$ cat src/rtl/state_uart_tx_if.sv
// Handshake bundle for the serial readback transmitter: one parallel word
// offered with valid, taken when ready is high on the same rising edge.
interface state_uart_tx_if #(
   parameter int DATA_BITS = 8
);
   logic [DATA_BITS-1:0] data_in;
   logic                 valid;
   logic                 ready;

   // producer side drives the word, transmitter answers with ready
   modport master (output data_in, output valid, input ready);
   modport slave  (input data_in, input valid, output ready);
endinterface

$ cat src/rtl/state_uart_tx.sv
// Serial readback transmitter: takes one word through a valid/ready
// handshake and shifts it out as an async UART frame
// (start, data LSB first, optional parity, stop). tx is registered and
// idles high; every bit lasts exactly CLKS_PER_BIT cycles.
module state_uart_tx #(
   parameter int CLKS_PER_BIT = 16,  // >= 2
   parameter int DATA_BITS    = 8,   // 5..8
   parameter int PARITY       = 0    // 0 none, 1 even, 2 odd
) (
   input  logic              clk,
   input  logic              rst_n,
   state_uart_tx_if.slave    bus,
   output logic              tx,
   output logic              busy
);

   localparam int CYC_W = $clog2(CLKS_PER_BIT);
   localparam int BIT_W = $clog2(DATA_BITS + 1);
   localparam logic [CYC_W-1:0] CYC_LAST = CYC_W'(CLKS_PER_BIT - 1);
   localparam logic [BIT_W-1:0] BIT_LAST = BIT_W'(DATA_BITS - 1);
   localparam logic ODD = (PARITY == 2);

   typedef enum logic [2:0] {
      S_IDLE   = 3'd0,
      S_START  = 3'd1,
      S_DATA   = 3'd2,
      S_PARITY = 3'd3,
      S_STOP   = 3'd4
   } state_t;

   state_t               state_q, state_d;
   logic [DATA_BITS-1:0] shreg_q, shreg_d;
   logic [CYC_W-1:0]     cyc_q, cyc_d;
   logic [BIT_W-1:0]     bitc_q, bitc_d;
   logic                 par_q, par_d;
   logic                 tx_d;

   logic ready;
   logic accept;
   logic cyc_end;
   logic last_bit;

   assign ready    = (state_q == S_IDLE);
   assign bus.ready = ready;
   assign busy     = !ready;
   assign accept   = bus.valid && ready;
   assign cyc_end  = (cyc_q == CYC_LAST);
   assign last_bit = (bitc_q == BIT_LAST);

   // state register; reset drops any frame in flight
   always_ff @(posedge clk or negedge rst_n) begin
      if (!rst_n) state_q <= S_IDLE;
      else        state_q <= state_d;
   end

   // next state: each non-idle state lasts whole bit periods
   always_comb begin
      state_d = state_q;
      case (state_q)
         S_IDLE:   if (bus.valid) state_d = S_START;
         S_START:  if (cyc_end) state_d = S_DATA;
         S_DATA:   if (cyc_end && last_bit)
                      state_d = (PARITY != 0) ? S_PARITY : S_STOP;
         S_PARITY: if (cyc_end) state_d = S_STOP;
         S_STOP:   if (cyc_end) state_d = S_IDLE;
         default:  state_d = S_IDLE;
      endcase
   end

   // datapath next values: latch word and parity on accept, then count
   // cycles within a bit and shift after each data bit
   always_comb begin
      shreg_d = shreg_q;
      cyc_d   = cyc_q;
      bitc_d  = bitc_q;
      par_d   = par_q;
      if (accept) begin
         shreg_d = bus.data_in;
         cyc_d   = '0;
         bitc_d  = '0;
         par_d   = (^bus.data_in) ^ ODD;
      end else if (state_q != S_IDLE) begin
         cyc_d = cyc_end ? '0 : cyc_q + 1'b1;
         if (state_q == S_DATA && cyc_end) begin
            shreg_d = shreg_q >> 1;
            bitc_d  = bitc_q + 1'b1;
         end
      end
   end

   // output decode from the upcoming state so tx lands in a register
   // and falls on the very edge that accepts the word
   always_comb begin
      tx_d = 1'b1;
      case (state_d)
         S_IDLE:   tx_d = 1'b1;
         S_START:  tx_d = 1'b0;
         S_DATA:   tx_d = shreg_d[0];
         S_PARITY: tx_d = par_d;
         S_STOP:   tx_d = 1'b1;
         default:  tx_d = 1'b1;
      endcase
   end

   // datapath and serial line registers
   always_ff @(posedge clk or negedge rst_n) begin
      if (!rst_n) begin
         shreg_q <= '0;
         cyc_q   <= '0;
         bitc_q  <= '0;
         par_q   <= 1'b0;
         tx      <= 1'b1;
      end else begin
         shreg_q <= shreg_d;
         cyc_q   <= cyc_d;
         bitc_q  <= bitc_d;
         par_q   <= par_d;
         tx      <= tx_d;
      end
   end

endmodule

$ cat src/flat_wrapper.sv
// flat-port wrapper written by rule: the top's interface ports become plain ports
module state_uart_tx_flat 
#(
   parameter int CLKS_PER_BIT = 16,         
   parameter int DATA_BITS    = 8,          
   parameter int PARITY       = 0                            
)
  (clk, rst_n, tx, busy, bus_data_in, bus_valid, bus_ready);
  state_uart_tx_if #(.DATA_BITS(DATA_BITS)) bus_i ();
  input  logic clk;
  input  logic rst_n;
  output logic tx;
  output logic busy;
  input wire logic [$bits(bus_i.data_in)-1:0] bus_data_in;
  input wire logic [$bits(bus_i.valid)-1:0] bus_valid;
  output wire logic [$bits(bus_i.ready)-1:0] bus_ready;
  assign bus_i.data_in = bus_data_in;
  assign bus_i.valid = bus_valid;
  assign bus_ready = bus_i.ready;
  state_uart_tx #(.CLKS_PER_BIT(CLKS_PER_BIT), .DATA_BITS(DATA_BITS), .PARITY(PARITY)) u_core (.clk(clk), .rst_n(rst_n), .bus(bus_i), .tx(tx), .busy(busy));
endmodule
$ cat config.mk
export PLATFORM = sky130hd
export DESIGN_NAME = state_uart_tx_flat
export DESIGN_NICKNAME = d
export VERILOG_FILES = /design/src/rtl/state_uart_tx_if.sv /design/src/rtl/state_uart_tx.sv /design/src/flat_wrapper.sv
export SDC_FILE = /design/constraint.sdc
export NUM_CORES = 1
export LEC_CHECK = 0
export BUFFER_PORTS_ARGS = -buffer_cell sky130_fd_sc_hd__buf_2
export CORE_AREA = 2 2 46 48
export CTS_CLUSTER_DIAMETER = 30
export DETAILED_ROUTE_END_ITERATION = 6
export DIE_AREA = 0 0 48 50
export PLACE_DENSITY = 0.8
export REMOVE_ABC_BUFFERS = 1
export SETUP_SLACK_MARGIN = 0.02
export SLEW_MARGIN = 10
export SYNTH_ARGS = -nofsm -noshare
export SYNTH_HDL_FRONTEND = slang
export SYNTH_SLANG_ARGS = --single-unit
$ cat constraint.sdc
create_clock -name clk -period 4.2 [get_ports clk]
set_input_delay 0.42 -clock clk [delete_from_list [all_inputs] [get_ports clk]]
set_output_delay 0.42 -clock clk [all_outputs]
set_load 0.02 [all_outputs]
* Word level (Yosys, flattened, before mapping)
Cells that the tools add are included.
W data, S select, Z words.
** Storage, ports and cells
- Bits in registers :: 21
- Output and inout port bits :: 3
** Operators by class
- Add/sub/neg operators :: 2
- Reductions and logical operators :: 10
- Mux-type cells :: 17
- Eq/ne operators :: 9
** Operator list (count)
- $mux W4 :: 6
- $mux W8 :: 3
- $mux W3 :: 5
- $pmux W3 S5 :: 1
- $eq A3 B2 Y1 const B :: 4
- $add A4 B1 Y4 const B :: 2
- $reduce_xor A8 Y1 :: 1
- $eq A3 B1 Y1 const B :: 2
- $eq A4 B3 Y1 const B :: 1
- $eq A4 B4 Y1 const B :: 1
- $reduce_bool A2 Y1 :: 2
- $eq A3 B3 Y1 const B :: 1
- $logic_and A1 B1 Y1 :: 3
- $logic_not A3 Y1 :: 1
- $pmux W1 S3 :: 1
- $reduce_bool A3 Y1 :: 1
- $reduce_and A2 Y1 :: 1
- $logic_not A1 Y1 :: 1
- $mux W1 :: 1

* Depth between registers and ports, before layout
Gate-level depths: netlist (run 1).
- Depth in word-level cells :: 6
- Depth in mapped cells :: 8
- Mapped depth without buffers :: 6

* Worst setup path after synthesis (run 1)
OpenSTA, ideal clock, no wires.
- Path kind :: register -> register
- From :: register u_core.state_q[0]
- To :: register u_core.shreg_q[7]
- Setup slack :: 2585 ps
- Buffers on the path :: 2
- Setup time :: 121 ps
- Data required time :: 4079 ps
- Stages on the path, launching flop included :: 8
- Data arrival time :: 1494 ps
- Path through :: dfrtp_1 > or3_1 > buf_6 > inv_6 > and2_4 > buf_6 > nor2_4 > a22o_1
** Between the ends
- Cells in the longest elaborated chain, start to end :: 4
** Ends and longest elaborated chain
- from (decl) :: RTL line state_uart_tx.sv:31 : state_t state_q, state_d;
- from (signal assigned) :: RTL line state_uart_tx.sv:53 : else state_q <= state_d;
- $logic_not A3 Y1 * :: RTL line state_uart_tx.sv:43 : assign ready = (state_q == S_IDLE);
- named net bus_ready :: RTL line flat_wrapper.sv:16 : output wire logic [$bits(bus_i.ready)-1:0] bus_ready;
- $logic_and A1 B1 Y1 * :: RTL line state_uart_tx.sv:46 : assign accept = bus.valid && ready;
- $reduce_bool A2 Y1 (no source line)
- $reduce_and A2 Y1 (no source line)
- to (signal assigned) :: RTL line state_uart_tx.sv:114 : shreg_q <= shreg_d;
- to (decl) :: RTL line state_uart_tx.sv:32 : logic [DATA_BITS-1:0] shreg_q, shreg_d;
Mark *: on every way through the listed nets, which the timed path passes. The rest lies on a longest branch.
A chain may end at the register's enable or synchronous reset.

* Worst setup path after layout (run 1)
- From :: register u_core.state_q[0]
- To :: output bus_ready
** Between the ends
- Cells in the longest elaborated chain, start to end :: 1
** Ends and longest elaborated chain (RTL line)
- $logic_not A3 Y1 :: state_uart_tx.sv:43
- to (decl) :: flat_wrapper.sv:16
Every way passes these cells.

==> impl_results.rst, run 1 <==
.. list-table::
   :header-rows: 1

   * - Metric
     - Value
   * - Run status
     - finished, final reports clean
   * - Inserted Clock Buffers
     - 3
   * - Growth of design area from synthesis to finish
     - 7.25%
   * - Sequential group share of total power
     - 0.626
   * - Post-synthesis average cell area
     - 10.3 sq um
   * - Number of global-route vias before repair
     - about 740
   * - Crit path required time
     - 3.78 ns
   * - Max Slew Vio Count
     - 0
   * - Placeable core region
     - around 1900 sq um
   * - Final setup skew
     - roughly 0.0034 ns
   * - Post-synthesis sequential element count
     - 21
   * - Kind of path behind the tightest hold check
     - primary input to asynchronous set/reset pin
   * - Worst Max-Slew Pin Slew
     - 0.574 ns
   * - Max Fclk
     - 497 MHz
   * - Post-cts sizing count
     - 0
   * - Final count of hold timing violations
     - 0
   * - Number of levels in the clock H-tree
     - 1
   * - Post-Synthesis Cell Area
     - about 1100 sq um
   * - Nets@finish
     - 134
   * - Clock sink count
     - 21
   * - Antenna cell count
     - 0
   * - DRC viols
     - 0
   * - Antenna Violating Nets Remaining
     - 0
   * - Die width
     - 48 microns
   * - Endpoint arrival time on the critical path
     - 1.59 ns
   * - Aggregate routed wire length
     - about 1.8 mm
   * - Overall Global Routing Usage
     - 0.188
   * - Switching Fraction
     - 0.226
   * - Layout cells sized above 1
     - 0.200
   * - Count of cell types in the netlist
     - 32
   * - Int Power
     - 250 uW
   * - Die Outline Area
     - 2400 sq um
   * - IR drop worst, VDD
     - 0.210 mV
   * - Total I/O pin count
     - 14
   * - Average routed wire per standard cell
     - around 12 microns
   * - Skew-Pair Late Insertion Delay
     - 0.30 ns
   * - Port Buf Inserts
     - 13
   * - Clock transition at the registers of the reported paths
     - 0.11 ns
   * - First-pass GRT wire length
     - 3.15 mm
   * - Pin count of the biggest net entering global routing
     - 22
   * - Number of enable flip-flop cells after synthesis
     - 0
   * - Detail-routed via count per cell
     - between 5 and 6
   * - Hold buffers post-CTS
     - 0
   * - Kind of end point of the critical path
     - output port
   * - Number of maximum-capacitance violations
     - 0
   * - Path type of the worst setup path
     - flip-flop to output port
   * - Tmin final
     - 2.01 ns
   * - Clock tree from TritonCTS
     - yes
   * - Asr flop ratio synth
     - 1.00
   * - Net switching power
     - roughly 73 uW
   * - Via count of the routed design
     - between 700 and 800
   * - Kind of start point of the critical path
     - flip-flop
   * - Slew headroom
     - 0.616
   * - Total placed instance area
     - roughly 1200 sq um
   * - Final-report setup violation count
     - 0
   * - Post-DP HPWL
     - between 1 and 1.5 mm
   * - Setup Fix Bufs, Post-CTS
     - 0
   * - Post-synth top flop
     - sky130_fd_sc_hd__dfrtp_1
   * - Relative contribution of the clock network to total power
     - 0.302
   * - Clock tree buffer depth
     - 2
   * - Number of antenna violations at the first check in global routing
     - 0
   * - Placed Instances
     - 143
   * - Final estimated routing congestion in global placement
     - roughly 0.75
   * - Sequential area share after synthesis
     - 0.477
   * - Initial drt markers
     - 19
   * - Fin area
     - 1180 sq um
   * - Warning count from the yosys run
     - 0
   * - Instance count of the mapped netlist
     - around 110
   * - Total negative setup slack
     - 0 ns
   * - Non-Filler Instances
     - 147
   * - GRT Residual Overflow
     - 0
   * - Vertical extent of the die
     - ~50 microns
   * - Root buffer cell
     - sky130_fd_sc_hd__clkbuf_4
   * - Portion of the clock cycle consumed by the worst path in the final layout
     - 0.479
   * - Logic gate share of total power
     - 0.073
   * - Number of filler instances in the final layout
     - 158
   * - Unrepaired setup endpoints after global routing
     - no
   * - Highest fanout seen on the critical path
     - 7
   * - Static leakage power
     - 0.000558 uW
   * - Power per cell area
     - 273 nW/um^2
   * - # rows
     - 16
   * - Initial standard-cell utilization of the core
     - 0.581
   * - Length of the first detailed-routing pass in iterations
     - 5
[area by class of cell]
type | instances | area [sq um] | area share
sequential | 21 | 527 | 0.445
clock buffer | 4 | 26.3 | 0.0222
timing repair buffer | 13 | 65.1 | 0.0549
multi-input combinational | 81 | 524 | 0.442
inverter | 1 | 8.76 | 0.00739
tap | 27 | 33.8 | 0.0285
[cells in the mapped netlist, types with 3 or more instances]
master,n,area share
sky130_fd_sc_hd__a21oi_1,3,0.014
sky130_fd_sc_hd__a22oi_1,7,0.048
sky130_fd_sc_hd__dfrtp_1,20,0.45
sky130_fd_sc_hd__nand2_1,20,0.068
sky130_fd_sc_hd__nand3b_1,3,0.020
sky130_fd_sc_hd__nor2_1,9,0.031
sky130_fd_sc_hd__o21ai_0,6,0.027
sky130_fd_sc_hd__xnor2_1,8,0.063
[per-layer routing]
layer | share of wire | vias to the layer above | global-route usage
met2 | 0.46 | 18 | 0.260
met5 | 0 | - | 0
met4 | 0.023 | 0 | 0.0811
met1 | 0.48 | 372 | 0.277
li1 | - | 400 | -
met3 | 0.036 | 5 | 0.0440
[flip-flops by register name, summed over array words and instances, names as in the netlist]
signal	count
u_core.tx	1
u_core.shreg_q	8
u_core.bitc_q	4
u_core.par_q	1
u_core.cyc_q	4
u_core.state_q	3
[critical path: stages, from the launching register on]
cell and delay (ns):
sky130_fd_sc_hd__dfrtp_1 0.48, sky130_fd_sc_hd__or3_1 0.53, sky130_fd_sc_hd__inv_6 0.12, sky130_fd_sc_hd__buf_2 0.16
[path summary, 6_finish.rpt]
| path | start | end | slack, ns | cells after the start |
|---|---|---|---|---|
| max in group asynchronous | rst_n | u_core.tx | 3.82 | 1 |
| min | rst_n | u_core.cyc_q[2] | 0.04 | 1 |
| max reg2reg | u_core.cyc_q[0] | u_core.tx | 2.21 | 6 |
| min in group clk | bus_data_in[7] | u_core.shreg_q[7] | 0.37 | 2 |
| max | u_core.state_q[0] | bus_ready | 2.19 | 3 |
| min reg2reg | u_core.shreg_q[1] | u_core.shreg_q[1] | 0.49 | 2 |
[through the flow]
step / hold WS, ns / power (uW) / setup WS (ns) / util
2_1_floorplan: 0.124 / 218 / 2.45 / -
3_5_place_dp: 0.401 / 230 / 2.25 / 0.609
3_3_place_gp: 0.394 / 229 / 2.32 / 0.609
4_1_cts: 0.0603 / 327 / 2.18 / 0.623
6_report: 0.0406 / 323 / 2.19 / 0.623
5_1_grt: 0.0786 / 338 / 2.03 / 0.623
[cells in the final DEF, fill, tap and decap left out, types with 2 or more instances in the layout]
cell	count
sky130_fd_sc_hd__nand2_1	20
sky130_fd_sc_hd__xnor2_1	8
sky130_fd_sc_hd__a21oi_1	3
sky130_fd_sc_hd__nor2_1	9
sky130_fd_sc_hd__buf_2	13
sky130_fd_sc_hd__and2b_1	2
sky130_fd_sc_hd__nand3_1	2
sky130_fd_sc_hd__a22oi_1	7
sky130_fd_sc_hd__ha_1	2
sky130_fd_sc_hd__mux2i_1	2
sky130_fd_sc_hd__nand3b_1	3
sky130_fd_sc_hd__dfrtp_1	20
sky130_fd_sc_hd__xor2_1	2
sky130_fd_sc_hd__nand4_1	2
sky130_fd_sc_hd__clkbuf_4	3
sky130_fd_sc_hd__o21ai_0	6
[cells by family after synthesis]
family,count (synthesis),synth area share
and+or+nand+nor,45,0.221
AOI/OAI and AO/OA,22,0.134
DFF,21,0.477
xor gates and xnor gates,10,0.0793
buffers and inverters,5,0.0487
muxes,2,0.0181
adders and majority gates,2,0.0226
[power by group through the flow]
stage / sequential, uW / clock (uW) / combinational (uW)
final: 202 / 97.5 / 23.5
after global routing: 202 / 109 / 27.1
after CTS: 202 / 100 / 24.2
after detailed placement: 206 / 0 / 24.2
after global placement: 206 / 0 / 23.2
after floorplan: 206 / 0 / 12.1
(Power assumes the default switching activity.)
==> inputs of run 2 (changes only) <==
ABC_AREA = 1   (was default)
CORE_AREA = 2 2 50 52   (was 2 2 46 48)
DIE_AREA = 0 0 52 54   (was 0 0 48 50)
PLACE_DENSITY = 0.75   (was 0.8)
clock period = 2.1 ns   (was 4.2 ns; I/O delays follow)
==> run 2 against run 1 <==
Compared with the run above: hold slack improved by 0.18 ns; clock power rose by 97%; sequential power rose by 100%; clock skew rose by 0.0027 ns; count of clock-buffer cells in the layout did not move; critical path depth rose by 1; design area rose by 14%; largest cell class is now multi-input gates; first-iteration DRC count fell by 11%; synthesized area rose by 11%; die area rose by 17%; routed wire length rose by 27%.
==> impl_results.rst, run 2 <==
.. list-table::
   :header-rows: 1

   * - Metric
     - Value
   * - Run status
     - finished, final reports clean
   * - Count of cell types in the netlist
     - 30
   * - Portion of the clock cycle consumed by the worst path in the final layout
     - 0.713
   * - Number of antenna violations at the first check in global routing
     - 0
   * - Number of filler instances in the final layout
     - 229
   * - Total I/O pin count
     - 14
   * - IR drop worst, VDD
     - 0.290 mV
   * - Kind of path behind the tightest hold check
     - primary input to flip-flop
   * - Vertical extent of the die
     - roughly 54 microns
   * - Detail-routed via count per cell
     - 5.11
   * - Largest registers
     - u_core.shreg_q (8), u_core.bitc_q (4), u_core.cyc_q (4)
   * - Post-synth top area cell
     - sky130_fd_sc_hd__dfrtp_1
   * - Power per cell area
     - just under 500 nW/um^2
   * - Final-report setup violation count
     - 0
   * - Asr flop ratio synth
     - 1.00
   * - Die Outline Area
     - 2810 sq um
   * - Switching Fraction
     - 0.238
   * - Number of levels in the clock H-tree
     - 1
   * - Relative contribution of the clock network to total power
     - 0.294
   * - Clock tree buffer depth
     - 2
   * - Endpoint arrival time on the critical path
     - 1.29 ns
   * - Fin area
     - 1360 sq um
   * - Max Used Layer
     - met4
   * - Root buffer cell
     - sky130_fd_sc_hd__clkbuf_4
   * - WHS
     - 0.223 ns
   * - Cell Chain, Critical Path
     - nor2_2 -> nand2_4 -> inv_2 -> buf_2
   * - Post-synth top flop
     - sky130_fd_sc_hd__dfrtp_1
   * - WL met1
     - between 1 and 1.5 mm
   * - Commonest cells after routing, fill and taps aside
     - 59 x sky130_fd_sc_hd__nand2_1, 20 x sky130_fd_sc_hd__dfrtp_1, 19 x sky130_fd_sc_hd__inv_1
   * - Sequential group share of total power
     - 0.619
   * - Path type of the worst setup path
     - flip-flop to output port
   * - Post-Synthesis Cell Area
     - 1220 sq um
   * - Delay contributed by the slowest stage of the critical path
     - 0.44 ns
   * - Static leakage power
     - 0.000697 uW
   * - Clock tree from TritonCTS
     - yes
   * - Kind of end point of the critical path
     - output port
   * - Antenna cell count
     - 0
   * - Antenna Violating Nets Remaining
     - 0
   * - Int Power
     - 498 uW
   * - Inserted Clock Buffers
     - 3
   * - Most common cell after layout, fill and taps aside
     - sky130_fd_sc_hd__nand2_1
   * - Sum of met3 wire segment lengths after detailed routing
     - 55 microns
   * - Post-synthesis average cell area
     - around 8 sq um
   * - Cell types with the largest area share after synthesis
     - sky130_fd_sc_hd__dfrtp_1 41%, sky130_fd_sc_hd__nand2_1 18%, sky130_fd_sc_hd__inv_1 5.8%
   * - Final setup skew
     - 0.00617 ns
   * - Instance count of the mapped netlist
     - 157
   * - Aggregate routed wire length
     - 2.32 mm
   * - Overall Global Routing Usage
     - 0.199
   * - Logic gate share of total power
     - 0.087
   * - Length of the first detailed-routing pass in iterations
     - 4
   * - Number of enable flip-flop cells after synthesis
     - 0
   * - Net switching power
     - about 160 uW
   * - Growth of design area from synthesis to finish
     - 11.0%
   * - Layout cells sized above 1
     - 0.178
   * - Hold buffers post-CTS
     - 1
   * - Pin count of the biggest net entering global routing
     - 22
   * - Final estimated routing congestion in global placement
     - 0.760
   * - Warning count from the yosys run
     - 0
   * - Critical Path Slowest Stage Cell
     - sky130_fd_sc_hd__dfrtp_1
   * - Nets@finish
     - 188
   * - Crit path required time
     - between 1.5 and 2 ns
   * - Most common cell in the synthesized netlist
     - sky130_fd_sc_hd__nand2_1
   * - Slew headroom
     - 0.682
   * - Post-DP HPWL
     - 1.81 mm
   * - Highest fanout seen on the critical path
     - 5
   * - Number of global-route vias before repair
     - 990
   * - Worst Max-Slew Pin Slew
     - 0.477 ns
   * - Met2 routed wirelength
     - 1.15 mm
   * - Max Fclk
     - 668 MHz
   * - Portion of synthesized cell area occupied by the leading cell type
     - 0.410
   * - Clock transition at the registers of the reported paths
     - 0.11 ns
   * - Max Slew Vio Count
     - 0
   * - Clock sink count
     - 21
   * - Placeable core region
     - 2320 sq um
   * - Final count of hold timing violations
     - 0
   * - Port Buf Inserts
     - 13
   * - Most flops, register
     - u_core.shreg_q
   * - First-pass GRT wire length
     - 4.03 mm
   * - Average routed wire per standard cell
     - 11.4 microns
   * - Kind of start point of the critical path
     - flip-flop
   * - Total negative setup slack
     - 0 ns
   * - Slack of the worst reg-to-reg path
     - 0.65 ns
   * - Setup Fix Bufs, Post-CTS
     - 0
   * - Number of maximum-capacitance violations
     - 0
   * - Sequential area share after synthesis
     - 0.431
   * - Most frequent cells after synthesis
     - 59 x sky130_fd_sc_hd__nand2_1, 20 x sky130_fd_sc_hd__dfrtp_1, 19 x sky130_fd_sc_hd__inv_1
   * - Initial drt markers
     - 17
   * - Tmin final
     - 1.50 ns
   * - # rows
     - 18
   * - Post-synthesis sequential element count
     - 21
   * - Skew-Pair Late Insertion Delay
     - 0.30 ns
   * - Die width
     - 52 microns
   * - Max reg flops
     - 8
   * - Total placed instance area
     - 1320 sq um
   * - DRC viols
     - 0
   * - Unrepaired setup endpoints after global routing
     - no
   * - GRT Residual Overflow
     - 0
   * - Post-cts sizing count
     - 0
   * - Initial standard-cell utilization of the core
     - 0.526
   * - Via count of the routed design
     - 1042
[run 2: cell count changes in the layout (fill, tap and decap cells not counted), sizes merged, moves of 3 or more]
cell,previous run,this run
nand2,20,61
a22oi,7,0
nand3b,3,0
xnor2,8,1
o221ai,0,5
inv,1,25
nand3,3,10
[run 2: final cells by class]
class                      instances  area, sq um  share of cell area
timing repair buffer              14         75.1              0.0554
sequential                        21          527               0.389
clock buffer                       4         26.3              0.0194
multi-input combinational        110          591               0.436
inverter                          25         98.8              0.0729
tap                               30         37.5              0.0277
[run 2: cells by family after synthesis]
family | share of synthesized area
xor gates and xnor gates | 0.0143
adders and majority gates | 0.0205
buffers and inverters | 0.0850
and+or+nand+nor | 0.338
AOI/OAI and AO/OA | 0.111
DFF | 0.431
[run 2: path summary, 6_finish.rpt]
check | startpoint | endpoint | cells past startpoint
hold reg to reg | u_core.shreg_q[2] | u_core.shreg_q[2] | 2
setup reg to reg | u_core.cyc_q[1] | u_core.shreg_q[0] | 7
max in group asynchronous | rst_n | u_core.tx | 2
min in group asynchronous | rst_n | u_core.bitc_q[1] | 2
hold / removal | bus_data_in[1] | u_core.shreg_q[1] | 3
setup / recovery | u_core.state_q[1] | bus_ready | 4
[run 2: routing by layer]
metal | GRT usage | vias to the layer above
met3 | 0.0250 | 4
met4 | 0.0877 | 0
met5 | 0 | -
met2 | 0.365 | 14
met1 | 0.231 | 479
li1 | - | 545
[run 2: worst max-delay path, delay by kind of cell, from the launching register on]
family                 cells  cell delay (ns)
buffers and inverters      2             0.25
flip-flops                 1             0.44
AND/OR/NAND/NOR            2             0.28
[run 2: power groups by stage]
stage	clock (uW)	sequential, uW	combinational, uW
floorplan	0	412	28.9
global placement	0	412	53.3
detailed placement	0	412	56.7
CTS	201	404	58.3
global route	217	404	67.2
finish	192	404	57.1
[run 2: through the flow]
step | power (uW) | setup WS [ns] | cells | util
after global placement | 465 | 0.704 | 199 | 0.569
after CTS | 663 | 0.580 | 204 | 0.584
after floorplan | 441 | 0.749 | 156 | -
final | 653 | 0.604 | 204 | 0.584
after detailed placement | 469 | 0.655 | 199 | 0.569
after global routing | 688 | 0.506 | 204 | 0.584
